File: src/rtl/clock_pkg.sv
// rtl/clock_pkg.sv - shared constants, field-select encodings and BCD helpers for the time counter
package clock_pkg;

  localparam int FIELD_W = 8;

  typedef enum logic [1:0] {
    SEL_SS   = 2'd0,
    SEL_MM   = 2'd1,
    SEL_HH   = 2'd2,
    SEL_NONE = 2'd3
  } adj_sel_e;

  // For well-formed BCD, a plain numeric compare preserves decimal ordering.
  function automatic logic is_valid_bcd(input logic [FIELD_W-1:0] value,
                                        input logic [FIELD_W-1:0] max);
    return (value[7:4] <= 4'd9) && (value[3:0] <= 4'd9) && (value <= max);
  endfunction

  function automatic logic [FIELD_W-1:0] to_bcd(input int value);
    logic [FIELD_W-1:0] r;
    r[7:4] = 4'(value / 10);
    r[3:0] = 4'(value % 10);
    return r;
  endfunction

endpackage

File: src/rtl/bcd_mod_counter.sv
// rtl/bcd_mod_counter.sv - two-digit BCD modulo counter with preset load and wrap flag
module bcd_mod_counter
  import clock_pkg::*;
#(
  parameter logic [FIELD_W-1:0] MAX_BCD = 8'h59,
  parameter logic [FIELD_W-1:0] RST_VAL = 8'h00
) (
  input  logic               clk,
  input  logic               rst,
  input  logic               inc,
  input  logic               load,
  input  logic [FIELD_W-1:0] load_val,
  output logic [FIELD_W-1:0] q,
  output logic               wrap
);

  assign wrap = inc && (q == MAX_BCD);

  always_ff @(posedge clk or posedge rst) begin
    if (rst) begin
      q <= RST_VAL;
    end else if (load) begin
      q <= load_val;
    end else if (inc) begin
      if (q == MAX_BCD) begin
        q <= '0;
      end else if (q[3:0] == 4'd9) begin
        q <= {q[7:4] + 4'd1, 4'd0};
      end else begin
        q <= {q[7:4], q[3:0] + 4'd1};
      end
    end
  end

endmodule

File: src/rtl/bcd_time_counter.sv
// rtl/bcd_time_counter.sv - hh:mm:ss packed-BCD timekeeper with preset load and per-field adjust
module bcd_time_counter
  import clock_pkg::*;
#(
  parameter int                 HOUR_MAX = 23,
  parameter logic [FIELD_W-1:0] RST_HH   = 8'h00,
  parameter logic [FIELD_W-1:0] RST_MM   = 8'h00,
  parameter logic [FIELD_W-1:0] RST_SS   = 8'h00
) (
  input  logic        i_clk,
  input  logic        i_rst,
  input  logic        i_tick,
  input  logic        i_load,
  input  logic [23:0] i_load_time,
  input  logic        i_adj_en,
  input  logic [1:0]  i_adj_sel,
  input  logic        i_adj_inc,
  output logic [23:0] o_time,
  output logic        o_min_pulse,
  output logic        o_day_pulse,
  output logic        o_running
);

  localparam logic [FIELD_W-1:0] HH_MAX_BCD = to_bcd(HOUR_MAX);
  localparam logic [FIELD_W-1:0] MS_MAX_BCD = 8'h59;

  logic               adj_mode;
  logic               count_mode;
  logic               adj_ss, adj_mm, adj_hh;
  logic               ss_inc, mm_inc, hh_inc;
  logic               ss_wrap, mm_wrap, hh_wrap;
  logic [FIELD_W-1:0] ss_q, mm_q, hh_q;
  logic [FIELD_W-1:0] ld_ss, ld_mm, ld_hh;

  // Load outranks adjust, adjust outranks the tick.
  assign adj_mode   = !i_load && i_adj_en;
  assign count_mode = !i_load && !i_adj_en && i_tick;

  assign adj_ss = adj_mode && i_adj_inc && (i_adj_sel == SEL_SS);
  assign adj_mm = adj_mode && i_adj_inc && (i_adj_sel == SEL_MM);
  assign adj_hh = adj_mode && i_adj_inc && (i_adj_sel == SEL_HH);

  // Carries ripple only while counting; manual adjust never spills into the next field.
  assign ss_inc = count_mode || adj_ss;
  assign mm_inc = (count_mode && ss_wrap) || adj_mm;
  assign hh_inc = (count_mode && mm_wrap) || adj_hh;

  assign ld_ss = is_valid_bcd(i_load_time[7:0],   MS_MAX_BCD) ? i_load_time[7:0]   : '0;
  assign ld_mm = is_valid_bcd(i_load_time[15:8],  MS_MAX_BCD) ? i_load_time[15:8]  : '0;
  assign ld_hh = is_valid_bcd(i_load_time[23:16], HH_MAX_BCD) ? i_load_time[23:16] : '0;

  bcd_mod_counter #(.MAX_BCD(MS_MAX_BCD), .RST_VAL(RST_SS)) u_ss (
    .clk      (i_clk),
    .rst      (i_rst),
    .inc      (ss_inc),
    .load     (i_load),
    .load_val (ld_ss),
    .q        (ss_q),
    .wrap     (ss_wrap)
  );

  bcd_mod_counter #(.MAX_BCD(MS_MAX_BCD), .RST_VAL(RST_MM)) u_mm (
    .clk      (i_clk),
    .rst      (i_rst),
    .inc      (mm_inc),
    .load     (i_load),
    .load_val (ld_mm),
    .q        (mm_q),
    .wrap     (mm_wrap)
  );

  bcd_mod_counter #(.MAX_BCD(HH_MAX_BCD), .RST_VAL(RST_HH)) u_hh (
    .clk      (i_clk),
    .rst      (i_rst),
    .inc      (hh_inc),
    .load     (i_load),
    .load_val (ld_hh),
    .q        (hh_q),
    .wrap     (hh_wrap)
  );

  assign o_time = {hh_q, mm_q, ss_q};

  always_ff @(posedge i_clk or posedge i_rst) begin
    if (i_rst) begin
      o_min_pulse <= 1'b0;
      o_day_pulse <= 1'b0;
      o_running   <= 1'b1;
    end else begin
      o_min_pulse <= count_mode && ss_wrap;
      o_day_pulse <= count_mode && hh_wrap;
      o_running   <= !i_adj_en;
    end
  end

endmodule

File: config.mk
export PLATFORM = sky130hd
export DESIGN_NAME = bcd_time_counter
export DESIGN_NICKNAME = d
export VERILOG_FILES = /design/src/rtl/clock_pkg.sv /design/src/rtl/bcd_mod_counter.sv /design/src/rtl/bcd_time_counter.sv
export SDC_FILE = /design/constraint.sdc
export NUM_CORES = 1
export LEC_CHECK = 0
export BUFFER_PORTS_ARGS = -buffer_cell sky130_fd_sc_hd__buf_2
export CAP_MARGIN = 40
export CORE_MARGIN = 3
export CORE_UTILIZATION = 50
export DETAILED_ROUTE_END_ITERATION = 7
export HOLD_SLACK_MARGIN = 0.15
export PLACE_DENSITY = 0.76
export RECOVER_POWER = 100
export SYNTH_ARGS = -nofsm -noshare
export SYNTH_HDL_FRONTEND = slang
export SYNTH_SLANG_ARGS = --single-unit
export TNS_END_PERCENT = 100
File: constraint.sdc
create_clock -name i_clk -period 2.3 [get_ports i_clk]
set_input_delay 0.46 -clock i_clk [delete_from_list [all_inputs] [get_ports i_clk]]
set_output_delay 0.46 -clock i_clk [all_outputs]
set_load 0.05 [all_outputs]
==> results of run 1 <==
## area by class of cell
cell class              instances  area share (%)
flip-flops and latches         27            31.3
repair buffers                 67            14.2
multi-input cells             156            47.8
inverters                      16            2.77
clock buffers                   3            1.04
well taps                      46            2.66
clock inverters                 1           0.231
## synthesized netlist by cell type (all sizes together) (2+ instances only)
library cell and count:
nor4b 2, nor4 2, mux2 5, and3 2, or4b 3, o211ai 3
nor3b 7, ha 10, or4 2, a31oi 4, dfrtp 26, nor2 15
nand3b 4, o21a 3, nand3 7, o21ai 26, a21oi 16, nand2b 2
nand2 16, nor3 5, a211oi 9, inv 15
## state kept, by name (all words and copies together) (netlist names)
name,count
o_min_pulse,1
u_mm.q,8
o_running,1
o_day_pulse,1
u_ss.q,8
u_hh.q,8
## power groups by stage
| stage | sequential (uW) | combinational, uW | clock (uW) |
|---|---|---|---|
| 3_5_place_dp | 592 | 456 | 0 |
| 5_1_grt | 595 | 477 | 228 |
| 6_report | 585 | 438 | 202 |
| 3_3_place_gp | 591 | 453 | 0 |
| 2_1_floorplan | 740 | 167 | 0 |
| 4_1_cts | 583 | 457 | 208 |
## what timing repair did
item	in CTS	in global routing
setup endpoints to repair	0	2
resized for setup	0	1
buffers inserted	0	0
## how the worst max path moves through the flow
stage                          startpoint               endpoint  slack, ps  cells past startpoint
floorplan           u_mm.q[1]$_DFFE_PP0P_  u_hh.q[4]$_DFFE_PP0P_         30                      7
global placement    u_mm.q[1]$_DFFE_PP0P_  u_hh.q[5]$_DFFE_PP0P_        200                      7
detailed placement  u_mm.q[1]$_DFFE_PP0P_  u_hh.q[4]$_DFFE_PP0P_        150                      7
CTS                 u_mm.q[1]$_DFFE_PP0P_  u_hh.q[4]$_DFFE_PP0P_        120                      7
global route        u_hh.q[4]$_DFFE_PP0P_  u_hh.q[4]$_DFFE_PP0P_         30                      7
finish              u_hh.q[4]$_DFFE_PP0P_  u_hh.q[4]$_DFFE_PP0P_        160                      7
## metrics by stage
stage                     setup slack, ps  area, sq um
after CTS                             123         2210
after global routing                 29.0         2170
after floorplan                      28.5         1790
after global placement                198         2190
after detailed placement              151         2190
final                                 159         2170
## layer usage
metal | track usage, % | wire, um | vias up | share of wire, %
met5 | 0 | 0 | - | 0
li1 | - | - | 888 | -
met2 | 34.4 | 2130 | 46 | 50
met1 | 26.9 | 1850 | 844 | 44
met3 | 1.87 | 205 | 2 | 4.9
met4 | 6.48 | 30 | 0 | 0.71
## cells by family (layout without fill, tap and decap cells)
logic type | after synthesis | after routing
simple gates | 71 | 71
compound gates | 70 | 70
flops | 27 | 27
buf+inv | 18 | 87
fa+ha+maj | 10 | 10
mux | 5 | 5
## critical path, delay by kind of cell, from the launching register on
kind / cells / cell delay, ps
muxes: 1 / 360
buffers and inverters: 1 / 80
adders and majority gates: 1 / 140
AOI/OAI and AO/OA: 2 / 330
and+or+nand+nor: 2 / 680
DFF: 1 / 460
==> impl_metrics.yaml, run 1 <==
synthesis:
  yosysSeqAreaShare_pct: 37.9
  synth_edf_count: 0
  avgSynthCellArea_sq_um: 8.89
  syn_inst: 201
  ys_types: 43
  synth-seq-cells: 27
  synth_mux_area_share_pct: 3.15
  synth_top_area_cell: "dfrtp_1"
  synth_xor_area_share_pct: 0
  synth_nets: 243
  synthTopCellsByArea: "dfrtp_1 (36%), o21ai_0 (7.3%), ha_1 (7.0%), a21oi_1 (4.5%), a211oi_1 (3.4%)"
  synth_fa_ha_area_share_pct: 7.00
  netlist_area_sq_um: 1790
  yosysWarnings: 0
  synth_flop_cell: "dfrtp_1"
  synth_top_family_by_area: "compound AO/OA/AOI/OAI gates"
  synthDominantCellAreaShare_pct: 36.4
  synth_compound_area_share_pct: 24.3
  async_flop_share_pct: 100
  synth_simple_gate_area_share_pct: 23.5
setup_path:
  rrSetupSlack_ps: 160
  cp-start-kind: "flop"
  r2r_cells: 7
  slowest_delay_ps: 500
  end_kind: "flop"
  required_ps: 2520
  r2r_start: "u_hh.q[4]$_DFFE_PP0P_"
  regToRegEndpoint: "u_hh.q[4]$_DFFE_PP0P_"
  critPathKind: "flop to flop"
  worstPathMaxFanout: 6
  slowest_stage: "or4b_1"
  path_cells: "inv_1, ha_1, or4b_1, o21ai_0, a31oi_1, nor2_1, mux2_2"
  crit_arrival_ps: 2360
sta:
  period_needed_ps: 2140
  hold_violations: 0
  fmax_ghz: 0.467
  finalSetupViolations: 0
  rsz0062_at_grt: "false"
  tightestPinTransition_ps: 581
  report.final.slew_viol_count: 0
  fin_skew_ps: 6.88
  finalCritPeriodShare_pct: 93.1
  relSlewSlack_pct: 60.3
  setup_tns_ps: 0
  hold-worst-slack_ps: 186
power:
  switching_share_pct: 41.7
  pwr-share-comb_pct: 35.8
  power_leakage_uw: 0.000917
  internal_power_uw: 713
  worst_ir_drop_vdd_v: 0.000469
  clockPowerShare_pct: 16.5
  total_power_uw: 1220
  p_seq_share_pct: 47.7
  power.switching_uw: 511
  p_per_area_nw_per_um2: 565
routing:
  viasPerCell: 5.63
  dr.pass1.iters: 4
  wl_per_cell_um: 13.4
  antenna_left: 0
  post-route-drc-count: 0
  drt_iter0_markers: 130
  wirelength_um: 4220
  vias: 1780
final_layout:
  fill_cells: 336
  multi_input_area_sq_um: 1040
  post-route-util_pct: 63.9
  regArea_sq_um: 677
  final_cell_mix: "clkbuf_1 (32), buf_2 (30), o21ai_0 (26), dfrtp_1 (26)"
  nets: 313
  layout_commonest_cell: "clkbuf_1"
  diodes: 0
  drive_gt1_share_pct: 18.5
  layout.cells.non_filler: 316
  area_growth_syn_to_layout_pct: 21.2
grt:
  grt_pass1_wl_um: 7000
  grt_pass1_vias: 1624
  grt_overflow: 0
  grt_max_degree: 18
  grt_usage_pct: 20.2
  antenna_found_initial: 0
worst_hold_path:
  hold_class: "input pin to asynchronous set/reset pin"
clock_network:
  cts.hold.buffers_added: 0
  cts_tree: "done"
  cts_root_buffer: "clkbuf_4"
  clock_latency_ps: 320
  cts.clk_slew.worst_paths_ps: 150
  numCtsBuffers: 3
  cts_htree_levels: 1
  cts_sinks: 27
  clockBufferDepth: 2
floorplanning:
  die_area_sq_um: 4330
  fp.dieW_um: 65.8
  fp.dieH_um: 65.8
  core_area_sq_um: 3390
  ios: 59
  num_rows: 21
  floorplan.initialDensity_pct: 52.7
placed_design:
  port_buffers: 58
  place.gp.congestion: 0.859
  post-dp-hpwl_um: 3390
  placed_cells: 312
status:
  outcome: "finished, final reports clean"
job:
  cap_violations: 0
(Power assumes the default switching activity.)
==> run 2: changes to the inputs <==
- BUFFER_PORTS_ARGS: -buffer_cell sky130_fd_sc_hd__buf_2 -> not set
- CORE_UTILIZATION: 50 -> 63
- DONT_BUFFER_PORTS: not set -> 1
- GPL_TIMING_DRIVEN: not set -> 0
==> run 2 against run 1 <==
Effect of this change:
- the run now ends with setup timing left
- combinational power fell by 47%
- critical endpoint is now u_mm.q[5]$_DFFE_PP0P_
- via count is 6.0% lower
- utilization is 13 points higher
- fmax down 7.0%
- highest routed layer unchanged
- sequential share of layout area up 3.5 points
- clock skew shrank 3.4 ps
- setup slack worse by 160 ps
- wire length rose by 10%
- power fell by 1.8%
- cell count decreased by 23%
==> impl_metrics.yaml, run 2 (synthesis gave the netlist of run 1 again) <==
status:
  outcome: "finished, violations left"
  violations: "setup timing"
worst_hold_path:
  hold_start: "i_load_time[8]"
  hold_class: "input pin to flop"
  hold_end: "u_mm.q[0]$_DFFE_PP0P_"
  hold_depth: 2
setup_path:
  path_cells: "inv_1, ha_1, nand3b_1, o31ai_2, a21oi_1, a211oi_1, a21oi_1"
  r2r_start: "u_ss.q[1]$_DFFE_PP0P_"
  worstPathMaxFanout: 7
  critPathMostFrequentCell: "a21oi_1"
  regToRegEndpoint: "u_mm.q[5]$_DFFE_PP0P_"
  slowest_stage: "dfrtp_2"
  end_kind: "flop"
  critPathKind: "flop to flop"
  cp-start-kind: "flop"
  required_ps: 2500
  slowest_delay_ps: 560
  crit_arrival_ps: 2510
  r2r_cells: 7
  rrSetupSlack_ps: -2
power:
  power_leakage_uw: 0.000781
  worst_ir_drop_vdd_v: 0.000540
  p_per_area_nw_per_um2: 602
final_layout:
  area_growth_syn_to_layout_pct: 11.7
  nets: 256
  drive_gt1_share_pct: 20.2
  fill_cells: 189
  final_cell_mix: "o21ai_0 (24), nand2_1 (16), a21oi_1 (16)"
  post-route-util_pct: 77.1
  layout.cells.non_filler: 243
  largestRegisters: "u_hh.q: 8 flops, u_mm.q: 8 flops, u_ss.q: 8 flops"
  layout_commonest_cell: "o21ai_0"
  diodes: 0
routing:
  vias: 1674
  antenna_left: 0
  dr.pass1.iters: 4
  drt_iter0_markers: 128
  post-route-drc-count: 0
  wl_per_cell_um: 19.1
  wirelength_um: 4650
  viasPerCell: 6.89
placed_design:
  placed_cells: 232
  post-dp-hpwl_um: 3320
  place.gp.congestion: 0.838
  port_buffers: 0
sta:
  fin_skew_ps: 3.52
  tightestPinTransition_ps: 959
  finalCritPeriodShare_pct: 100
  finalSetupViolations: 1
  hold_violations: 0
  period_needed_ps: 2300
  fmax_ghz: 0.434
  relSlewSlack_pct: 36.1
  report.final.slew_viol_count: 0
  worst_slack_ps: -2.50
clock_network:
  cts.clk_slew.worst_paths_ps: 140
  cts_tree: "done"
  numCtsBuffers: 3
  clockBufferDepth: 2
  cts_htree_levels: 1
  cts_sinks: 27
  clock_latency_ps: 320
  cts_root_buffer: "clkbuf_4"
floorplanning:
  num_rows: 18
  fp.dieH_um: 59.3
  core_area_sq_um: 2590
  die_area_sq_um: 3510
  ios: 59
  fp.dieW_um: 59.3
  floorplan.initialDensity_pct: 69.0
grt:
  grt_usage_pct: 26.9
  grt_overflow: 0
  grt_pass1_wl_um: 7320
  grt_max_degree: 19
  grt_pass1_vias: 1597
  antenna_found_initial: 0
job:
  cap_violations: 0
run 2: power by group:
part | switching, uW | internal, uW | leakage, uW | total (uW)
sequential | 239 | 523 | 0.000337 | 763
clock | 139 | 67.9 | 0.0000150 | 207
combinational | 128 | 104 | 0.000429 | 232
run 2: worst max path at each step:
stage / start / end / slack [ps] / cells past startpoint
final: u_ss.q[1]$_DFFE_PP0P_ / u_mm.q[5]$_DFFE_PP0P_ / -2 / 7
after global routing: u_ss.q[1]$_DFFE_PP0P_ / u_mm.q[5]$_DFFE_PP0P_ / -80 / 7
after CTS: u_mm.q[4]$_DFFE_PP0P_ / u_hh.q[7]$_DFFE_PP0P_ / 2 / 6
after detailed placement: u_mm.q[1]$_DFFE_PP0P_ / u_hh.q[5]$_DFFE_PP0P_ / -330 / 7
after global placement: u_mm.q[1]$_DFFE_PP0P_ / u_hh.q[5]$_DFFE_PP0P_ / -230 / 7
after floorplan: u_mm.q[1]$_DFFE_PP0P_ / u_hh.q[4]$_DFFE_PP0P_ / 30 / 7
run 2: metal layers:
layer | GRT usage (%) | routed length [um] | vias up
li1 | - | - | 777
met1 | 35.0 | 1960 | 813
met2 | 43.2 | 2310 | 76
met3 | 6.32 | 318 | 8
met4 | 10.0 | 58 | 0
met5 | 0 | 0 | -
run 2: layout make-up:
| cell class | count | area, sq um | share of cell area [%] |
|---|---|---|---|
| clock buffer | 4 | 26.3 | 1.32 |
| buffer | 2 | 15.0 | 0.752 |
| sequential | 27 | 693 | 34.7 |
| multi-input combinational | 157 | 1110 | 55.6 |
| tap | 30 | 37.5 | 1.88 |
| timing repair buffer | 7 | 53.8 | 2.70 |
| inverter | 16 | 60.1 | 3.01 |
run 2: what timing repair did:
action,4_1_cts,5_1_grt
buffers inserted,0,4
pin swaps,0,3
gates resized for setup,13,15
hold buffers,2,0
setup endpoints to repair,15,12
endpoints found under the hold margin,10,0
cloned,0,1
run 2: worst max-delay path, delay by kind of cell, from the launching register on:
family	cells	cell delay (ps)
AOI/OAI and AO/OA	4	1110
DFF	1	560
and+or+nand+nor	1	240
adders and majority gates	1	150
buffers and inverters	1	120
run 2: per-stage QoR:
| step | worst slack (ps) | TNS [ps] | total power, uW | hold WS, ps | cell area, sq um |
|---|---|---|---|---|---|
| after CTS | 1.69 | 0 | 1180 | 314 | 1920 |
| after global routing | -78.4 | -272 | 1270 | 316 | 2000 |
| after global placement | -226 | -960 | 949 | 490 | 1820 |
| after detailed placement | -331 | -2200 | 972 | 390 | 1850 |
| final | -2.50 | -2.50 | 1200 | 321 | 2000 |
| after floorplan | 28.5 | 0 | 907 | 486 | 1790 |
==> run 3: changes to the inputs <==
- CORE_ASPECT_RATIO: not set -> 0.7
- clock period: 2.3 -> 2.25 ns (I/O delays scaled with it)
==> run 3 against run 2 <==
Effect of this change:
- sequential share of layout area fell by 0.31 points
- largest power group unchanged
- critical endpoint is now u_hh.q[5]$_DFFE_PP0P_
- critical path type unchanged
- clock power increased by 35%
- power increased by 7.4%
- die area grew 0.28%
- critical path depth is the same
- final area increased by 1.6%
- non-clock buffer count is 1 lower
- wire length fell by 1.1%
- highest routed layer unchanged
- the flow now finishes without violations
==> impl_metrics.yaml, run 3 (synthesis gave the netlist of run 1 again) <==
routing:
  drt_iter0_markers: 204
  wl_per_cell_um: 18.7
  vias: 1698
  post-route-drc-count: 0
  dr.pass1.iters: 4
  viasPerCell: 6.90
  antenna_left: 0
  wirelength_um: 4600
job:
  cap_violations: 0
setup_path:
  setup.worst_path.start: "u_hh.q[4]$_DFFE_PP0P_"
  r2r_cells: 7
  rrSetupSlack_ps: 50
  worstPathMaxFanout: 6
  path_cells: "inv_1, ha_1, or4b_4, o21ai_2, a31oi_2, nor2_2, mux2_2"
  cp_num_cells: 7
  regToRegEndpoint: "u_hh.q[5]$_DFFE_PP0P_"
  critical_path.top_delay_family: "simple AND/OR/NAND/NOR gates"
  cp-start-kind: "flop"
  r2r_start: "u_hh.q[4]$_DFFE_PP0P_"
  worstSetupEndpoint: "u_hh.q[5]$_DFFE_PP0P_"
  slowest_delay_ps: 550
  slowest_stage: "dfrtp_2"
  end_kind: "flop"
  required_ps: 2410
  critPathKind: "flop to flop"
  crit_buf_inv: 1
  crit_arrival_ps: 2350
placed_design:
  placed_area_sq_um: 1860
  place.gp.congestion: 0.837
  post-dp-hpwl_um: 3280
  port_buffers: 0
floorplanning:
  floorplan.initialDensity_pct: 69.5
  num_rows: 15
  core_area_sq_um: 2570
  die_area_sq_um: 3520
  ios: 59
  fp.dieW_um: 69.7
  fp.dieH_um: 50.6
grt:
  grt_pass1_vias: 1649
  grt_overflow: 0
  grt_usage_pct: 25.8
  grt_pass1_wl_um: 7490
  grt_max_degree: 20
  antenna_found_initial: 0
sta:
  rsz0062_at_grt: "true"
  report.final.slew_viol_count: 0
  fin_skew_ps: 11.6
  finalCritPeriodShare_pct: 97.6
  relSlewSlack_pct: 28.2
  period_needed_ps: 2200
  finalSetupViolations: 0
  hold_violations: 0
  fmax_ghz: 0.455
  tightestPinTransition_ps: 1080
final_layout:
  layout_commonest_cell: "o21ai_0"
  drive_gt1_share_pct: 22.6
  stdcell_area_sq_um: 2030
  fill_cells: 163
  area_growth_syn_to_layout_pct: 13.5
  largestRegisters: "u_hh.q: 8 flops, u_mm.q: 8 flops, u_ss.q: 8 flops"
  final_cell_mix: "o21ai_0 (24), nand2_1 (16), a21oi_1 (16)"
  post-route-util_pct: 78.9
  diodes: 0
  nets: 255
power:
  p_per_area_nw_per_um2: 636
  power_leakage_uw: 0.000786
  worst_ir_drop_vdd_v: 0.000516
status:
  outcome: "finished, final reports clean"
clock_network:
  clock_latency_ps: 280
  cts_sinks: 27
  cts.clk_slew.worst_paths_ps: 100
  clockBufferDepth: 2
  cts_tree: "done"
  cts_htree_levels: 1
  cts_root_buffer: "clkbuf_8"
  numCtsBuffers: 3
worst_hold_path:
  hold_class: "input pin to flop"
[run 3: worst min path at each step]
| stage | start | to | slack (ps) | cells after the start |
|---|---|---|---|---|
| 6_report | i_adj_en | o_running$_DFF_PP1_ | 190 | 1 |
| 5_1_grt | i_adj_en | o_running$_DFF_PP1_ | 180 | 1 |
| 3_5_place_dp | i_rst | u_ss.q[4]$_DFFE_PP0P_ | 350 | 1 |
| 4_1_cts | i_adj_en | o_running$_DFF_PP1_ | 180 | 1 |
| 3_3_place_gp | i_adj_en | o_running$_DFF_PP1_ | 480 | 1 |
| 2_1_floorplan | i_adj_en | o_running$_DFF_PP1_ | 480 | 1 |
[run 3: timing repair]
| action | CTS | global route |
|---|---|---|
| buffers inserted | 0 | 4 |
| hold buffers | 1 | 0 |
| gates resized for setup | 17 | 15 |
| hold endpoints to repair | 7 | 0 |
| pin swaps | 2 | 3 |
| setup endpoints to repair | 15 | 14 |
| cloned | 0 | 1 |
[run 3: routing by layer]
layer | track usage (%) | part of all wire, %
met1 | 34.6 | 42
met4 | 3.82 | 0.41
met3 | 6.60 | 10
met5 | 0 | 0
met2 | 43.4 | 47
[run 3: cell type report]
cell class	instances	area (sq um)	area share, %
multi-input combinational	157	1120	55.3
clock inverter	1	5.00	0.247
buffer	2	15.0	0.740
clock buffer	3	41.3	2.04
sequential	27	698	34.4
tap	34	42.5	2.10
inverter	16	60.1	2.96
timing repair buffer	6	43.8	2.16
[run 3: worst register-to-register path: stages, from the launching register on]
cell     delay [ps]
dfrtp_2         550
inv_1           100
ha_1            130
or4b_4          480
o21ai_2         150
a31oi_2         130
nor2_2          170
mux2_2          350
[run 3: power by group]
group	leakage, uW	internal [uW]	switching (uW)
clock	0.0000255	124	154
combinational	0.000427	102	130
sequential	0.000333	536	244
total	0.000786	762	529
[run 3: metrics by stage]
stage	total power [uW]	hold slack [ps]	setup TNS (ps)	setup slack, ps	cells
finish	1290	185	0	53.0	246
detailed placement	992	346	-1770	-299	236
floorplan	928	476	0	16.5	201
global placement	971	478	-1120	-199	235
global route	1360	180	-125	-42.6	246
CTS	1280	185	0	0.948	241
